$ cat src/rtl/comparador_der_izq.sv
// rtl/comparador_der_izq.sv - bit-serial LSB-first unsigned magnitude comparator (w: A>B, z: A<=B)
// Optional equality output eq enabled by defining COMPARADOR_EQ_EN.
module comparador_der_izq #(
    parameter int WIDTH = 8
) (
    input  logic             clk,
    input  logic             reset,
    input  logic             start,
    input  logic [WIDTH-1:0] wordA,
    input  logic [WIDTH-1:0] wordB,
    output logic             busy,
    output logic             done,
    output logic             w,
`ifdef COMPARADOR_EQ_EN
    output logic             z,
    output logic             eq
`else
    output logic             z
`endif
);

    localparam int IDX_W = (WIDTH > 2) ? $clog2(WIDTH) : 1;

    typedef enum logic [1:0] {
        S_IDLE,
        S_SCAN,
        S_DONE
    } state_t;

    state_t           state;
    state_t           state_next;
    logic [WIDTH-1:0] sh_a;
    logic [WIDTH-1:0] sh_b;
    logic [IDX_W-1:0] idx;
    logic             gt;
    logic             gt_next;
    logic             last_bit;
    logic             accept;
    logic             bit_a;
    logic             bit_b;
`ifdef COMPARADOR_EQ_EN
    logic             diff;
`endif

    assign bit_a = sh_a[0];
    assign bit_b = sh_b[0];

    always_comb begin
        state_next = state;
        accept     = 1'b0;
        last_bit   = (idx == IDX_W'(WIDTH - 1));
        gt_next    = gt;
        // Later (more significant) bits overwrite the verdict of earlier ones.
        if (bit_a && !bit_b) begin
            gt_next = 1'b1;
        end else if (!bit_a && bit_b) begin
            gt_next = 1'b0;
        end
        case (state)
            S_IDLE, S_DONE: begin
                if (start) begin
                    accept     = 1'b1;
                    state_next = S_SCAN;
                end else begin
                    state_next = S_IDLE;
                end
            end
            S_SCAN: begin
                if (last_bit) begin
                    state_next = S_DONE;
                end
            end
            default: state_next = S_IDLE;
        endcase
    end

    always_ff @(posedge clk) begin
        if (reset) begin
            state <= S_IDLE;
            busy  <= 1'b0;
            done  <= 1'b0;
            w     <= 1'b0;
            z     <= 1'b1;
            sh_a  <= '0;
            sh_b  <= '0;
            idx   <= '0;
            gt    <= 1'b0;
`ifdef COMPARADOR_EQ_EN
            diff  <= 1'b0;
            eq    <= 1'b1;
`endif
        end else begin
            state <= state_next;
            busy  <= (state_next == S_SCAN);
            done  <= (state_next == S_DONE);
            if (accept) begin
                sh_a <= wordA;
                sh_b <= wordB;
                idx  <= '0;
                gt   <= 1'b0;
`ifdef COMPARADOR_EQ_EN
                diff <= 1'b0;
`endif
            end else if (state == S_SCAN) begin
                sh_a <= {1'b0, sh_a[WIDTH-1:1]};
                sh_b <= {1'b0, sh_b[WIDTH-1:1]};
                idx  <= idx + 1'b1;
                gt   <= gt_next;
`ifdef COMPARADOR_EQ_EN
                diff <= diff | (bit_a ^ bit_b);
`endif
                if (last_bit) begin
                    w  <= gt_next;
                    z  <= ~gt_next;
`ifdef COMPARADOR_EQ_EN
                    eq <= ~(diff | (bit_a ^ bit_b));
`endif
                end
            end
        end
    end

endmodule

$ cat config.mk
export PLATFORM = sky130hd
export DESIGN_NAME = comparador_der_izq
export DESIGN_NICKNAME = d
export VERILOG_FILES = /design/src/rtl/comparador_der_izq.sv
export SDC_FILE = /design/constraint.sdc
export NUM_CORES = 1
export LEC_CHECK = 0
export CAP_MARGIN = 0
export CORE_ASPECT_RATIO = 0.8
export CORE_MARGIN = 2
export CORE_UTILIZATION = 40
export CTS_CLUSTER_DIAMETER = 40
export DETAILED_ROUTE_END_ITERATION = 16
export DONT_BUFFER_PORTS = 1
export HOLD_SLACK_MARGIN = 0.1
export SYNTH_ARGS = -nofsm -noshare
export SYNTH_HDL_FRONTEND = slang
export SYNTH_SLANG_ARGS = --single-unit
$ cat constraint.sdc
create_clock -name clk -period 2.45 [get_ports clk]
set_input_delay 0.1225 -clock clk [delete_from_list [all_inputs] [get_ports clk]]
set_output_delay 0.1225 -clock clk [all_outputs]
set_load 0.05 [all_outputs]
# Word level (Yosys, flattened, before mapping)
# Index checks and enable logic that the tools add are counted.
[op_classes] reduce_logical=9 n_mux=11 n_bitwise=2 n_addsub=1 eq_ne=5
[op_table] operator="8-bit 2-to-1 mux" count=4
[op_table] operator="1-bit 2-to-1 mux" count=5
[op_table] operator="2-bit by 1-bit equality test with 1-bit output (second input constant)" count=2
[op_table] operator="2-bit equality test (second input constant)" count=2
[op_table] operator="2-bit case mux with 2 select lines" count=1
[op_table] operator="2-bit OR reduction" count=2
[op_table] operator="3-bit by 1-bit adder with 3-bit output (second input constant)" count=1
[op_table] operator="3-bit equality test (second input constant)" count=1
[op_table] operator="3-bit AND reduction" count=1
[op_table] operator="1-bit logical AND" count=2
[op_table] operator="1-bit zero test" count=2
[op_table] operator="2-bit zero test" count=1
[op_table] operator="2-bit 2-to-1 mux" count=1
[op_table] operator="1-bit NOT" count=2
[op_table] operator="2-bit nonzero test" count=1
[word_totals] elab_cells=37 ff_bits=26

# Logic depth before layout (Yosys ltp)
[logic_depth] ltp_word=5 ltp_mapped=5 mapped_depth_nobuf=5

# Least setup slack after synthesis
# Ideal clock, no wire load.
[synth_path] path_type="register -> register" start="register idx[0]" end="register z" required_ps=2330 synth_period_minus_slack_ps=1260 path_slack_ps=1190 path_stages_with_launch=6 t_arrival_ps=1140 path_cell_list="dfxtp_1 -> ha_1 -> ha_1 -> nand3b_1 -> a211oi_1 -> a211o_1"
[synth_via] elab_chain_cells=2
[synth_rtl] element="start: declaration" line="34" text="logic [IDX_W-1:0] idx;"
[synth_rtl] element="start signal: assignment" line="107" text="idx <= idx + 1'b1;"
[synth_rtl] element="3-bit equality test" line="51" text="last_bit = (idx == IDX_W'(WIDTH - 1));"
[synth_rtl] element="3-bit AND reduction (no line)"
[synth_rtl] element="end signal: assignment" line="114" text="z <= ~gt_next;"
[synth_rtl] element="end: declaration" line="18" text="output logic z"
# Every way passes these cells.
# A chain may end at the register's enable or synchronous reset.

# Worst setup path after layout
[layout_path] start="register state[0]" end="register sh_b[7]"
[layout_via] elab_chain_cells=4 word_cells_on_any_way=7 classes_between="eq/ne (2); mux (2); reduce/logical (3)"
[layout_rtl] element="start: declaration" line="30" text="state_t state;"
[layout_rtl] element="start signal: assignment" line="93" text="state <= state_next;"
[layout_rtl] element="2-bit equality test / 2-bit zero test (equally long branches)" line="59" text="case (state)"
[layout_rtl] element="2-bit OR reduction" line="59"
[layout_rtl] element="1-bit 2-to-1 mux" line="59"
[layout_rtl] element="8-bit 2-to-1 mux / 2-bit nonzero test (equally long branches)"
[layout_rtl] element="end signal: assignment" line="98" text="sh_b <= wordB;"
[layout_rtl] element="end signal: assignment" line="106" text="sh_b <= {1'b0, sh_b[WIDTH-1:1]};"
[layout_rtl] element="end: declaration" line="33" text="logic [WIDTH-1:0] sh_b;"
# Several ways; a longest one is shown, not always the timed one.

==> summary.txt <==
Run status
  – Outcome: finished clean

Drt
  – Via/cell ratio: 5.378
  – DR iter-0 viols: 45
  – Routed wire length: 2.171 mm
  – Drt wl/cell: 13.24 um
  – 1st-pass router iterations: 6
  – Vias: 882
  – Post-route antenna net violation count: 0
  – DRC viols: 0

Pwr
  – Leak: 0.4580 nW
  – Worst VDD drop: 327.1 uV
  – PD cells: 683.4 mW/mm2

Setup path
  – Worst reg2reg endpoint: sh_b[7]
  – Worst reg2reg startpoint: state[0]
  – Startpoint Class: register
  – Worst setup startpoint: state[0]
  – Crit end category: register
  – R2R Setup Slk: 0.49 ns
  – R2R depth: 4
  – WP data required: 2.73 ns
  – Setup CP Type: reg2reg
  – WP data arrival: 2.24 ns
  – Critical path fanouts, max: 22

Logic synthesis
  – Mux contribution to synthesized area: 0.01852
  – Synth Warn #: 0
  – Post-synthesis simple-gate area fraction: 0.2141
  – Post-synth ARST share: 0
  – Largest family of logic cells by synthesized area: simple AND/OR/NAND/NOR gates
  – Syn_area_per_cell: 9.240 um2
  – Synth cell types: 29
  – Main synth FF type: dfxtp_1
  – Top-area cell type share of the netlist area: 0.4815
  – Synth top cells by count: 26 x dfxtp_1, 12 x nand2_1, 9 x a21oi_1, 9 x nor2_1, 9 x nor3_1
  – Syn_nets: 138
  – Post-Synth XOR/XNOR Area: 0.008102
  – Compound-cell area share of the yosys netlist: 0.1817
  – Post-synthesis cell area: 0.001081 mm2
  – Post-Synth Adder-Cell Area: 0.02315
  – Synth Register Bits: 26
  – Synth area leaders: dfxtp_1 48%, a21oi_1 4.2%, nor3_1 4.2%, a22oi_1 4.2%, nand2_1 4.2%
  – Area leader, netlist: dfxtp_1
  – Number of flops mapped to enable cells by yosys: 0
  – Most common cell in the netlist: dfxtp_1
  – Post-Synthesis Cells: 117
  – Part of the Yosys area used for sequential elements: 0.4815

Placed design
  – Cells after DPL: 143
  – Placed cell areas: 0.001051 mm2
  – Place WS: 0.9568 ns
  – DP HPWL: 1.335 mm
  – RD Place Congestion: 0.7120
  – Buffers on Ports: 0

Global routing
  – Initial antenna violation count: 0
  – First-pass GRT wire length: 3.753 mm
  – Congestion Overflow GR: 0
  – M1 GR Usage: 0.1913
  – GR Layer Usage met2: 0.2518
  – Vias in the first global route: 810
  – Met3 Use GR: 0.05605
  – Total GRT Usage: 0.1520
  – Busiest grt layer: met2
  – Largest net degree at the start of global routing: 27

Floorplan
  – Die Width: 62.12 um
  – Area of the die: 0.003137 mm2
  – Core area: 0.002502 mm2
  – I/O pins: 23
  – Die Y: 50.50 um
  – Std-Cell Rows: 16
  – Initial core utilization: 0.4320

Final layout
  – Layout cell share with drive strength beyond 1: 0.05469
  – Final nets: 150
  – Non-Filler Instances: 164
  – Layout area overhead: 17.82%
  – Post-Layout Inst Area: 0.001274 mm2
  – Post-layout util: 0.5090
  – N_diodes: 0

STA
  – Clock Skew: 0.007354 ns
  – Crit share post-route: 0.7991
  – Slew margin rel.: 0.3618
  – Worst Setup Slack, final: 0.4923 ns
  – Max Clk Rate: 510.8 MHz
  – Final setup fails: 0
  – Worst slew pin tran: 0.9542 ns
  – Setup TNS: 0 ns
  – Final slew viol count: 0
  – Period minus WS final: 1.958 ns
  – Hold Fails Final Rpt: 0
  – RSZ-0062 raised after global routing: no

CTS
  – Cts bufs inserted: 3
  – Depth of the CTS H-tree: 1
  – Post_cts resized: 0
  – CTS tree: built
  – Hold_buf cts: 17
  – Worst-skew pair later-pin latency: 0.32 ns
  – Root buf cell: clkbuf_4
  – Clock Path Buffers: 2
  – Sink Count: 26
  – Clock transition at path regs: 0.14 ns
  – Post-CTS setup buffer count: 0

Hold path
  – Hold_sp: start
  – Hold Crit Class: in2reg
  – Hold depth: 2
  – Hold path endpoint: gt

Flow run
  – Max-Cap Viols: 0
## where the power goes
| part | internal [W] | switching (W) | leakage [nW] | total (W) |
|---|---|---|---|---|
| clock network | 0.000166 | 0.000127 | 0.0279 | 0.000293 |
| logic | 0.0000484 | 0.0000595 | 0.217 | 0.000108 |
| registers | 0.000449 | 0.0000201 | 0.213 | 0.000470 |
## through the flow
step	power (W)	hold WS, ns
2_1_floorplan	0.0005624	0.2585
3_3_place_gp	0.0005559	0.1960
3_5_place_dp	0.0005580	0.1982
4_1_cts	0.0008827	0.3279
5_1_grt	0.0009231	0.3622
6_report	0.0008705	0.3550
## per-layer routing
layer	vias to the layer above	routed length (um)	part of all wire
met2	20	992	0.46
li1	441	-	-
met3	2	101	0.047
met5	-	0	0
met4	0	15	0.0069
met1	419	1061	0.49
## cells in the final DEF (no fill, tap or decap), types with 2 or more instances in the layout
cell type	n
a21oi_1	9
a22oi_1	6
a311oi_1	5
and2b_1	2
clkbuf_4	3
dfxtp_1	26
dlygate4sd3_1	17
ha_1	2
mux2i_1	2
nand2_1	12
nand2b_1	3
nand3_1	8
nor2_1	9
nor3_1	9
o22ai_1	3
## registers in the layout, summed over array words and instances (netlist names), 2 cells and up
name,flops
sh_a,8
state,2
sh_b,8
idx,3
## worst max-delay path by stage
stage	endpoint	slack, ns	cells after the start
detailed placement	sh_b[4]	0.96	3
global placement	sh_b[4]	0.98	3
CTS	sh_b[7]	0.49	4
global route	sh_b[7]	0.35	4
floorplan	z	1.19	5
finish	sh_b[7]	0.49	4
## critical path, stage by stage (launching register included)
cell and delay [ns]:
dfxtp_1 0.40, nand2b_1 0.65, nand3_1 0.15, a21oi_1 0.16, dlygate4sd3_1 0.56
## area by class of cell
type	instances	area, um2
inverters	1	3.754
repair buffers	17	170.2
multi-input cells	80	481.7
clock buffers	3	22.52
flip-flops and latches	26	520.5
well taps	36	45.04
clock inverters	1	30.03
fillers	251	1229
## cell families after synthesis
family | count (synthesis)
fa+ha+maj | 2
compound gates | 28
xor+xnor | 1
flops | 26
buf+inv | 11
simple gates | 47
mux | 2
No activity file was read; power rests on OpenSTA's default activity.
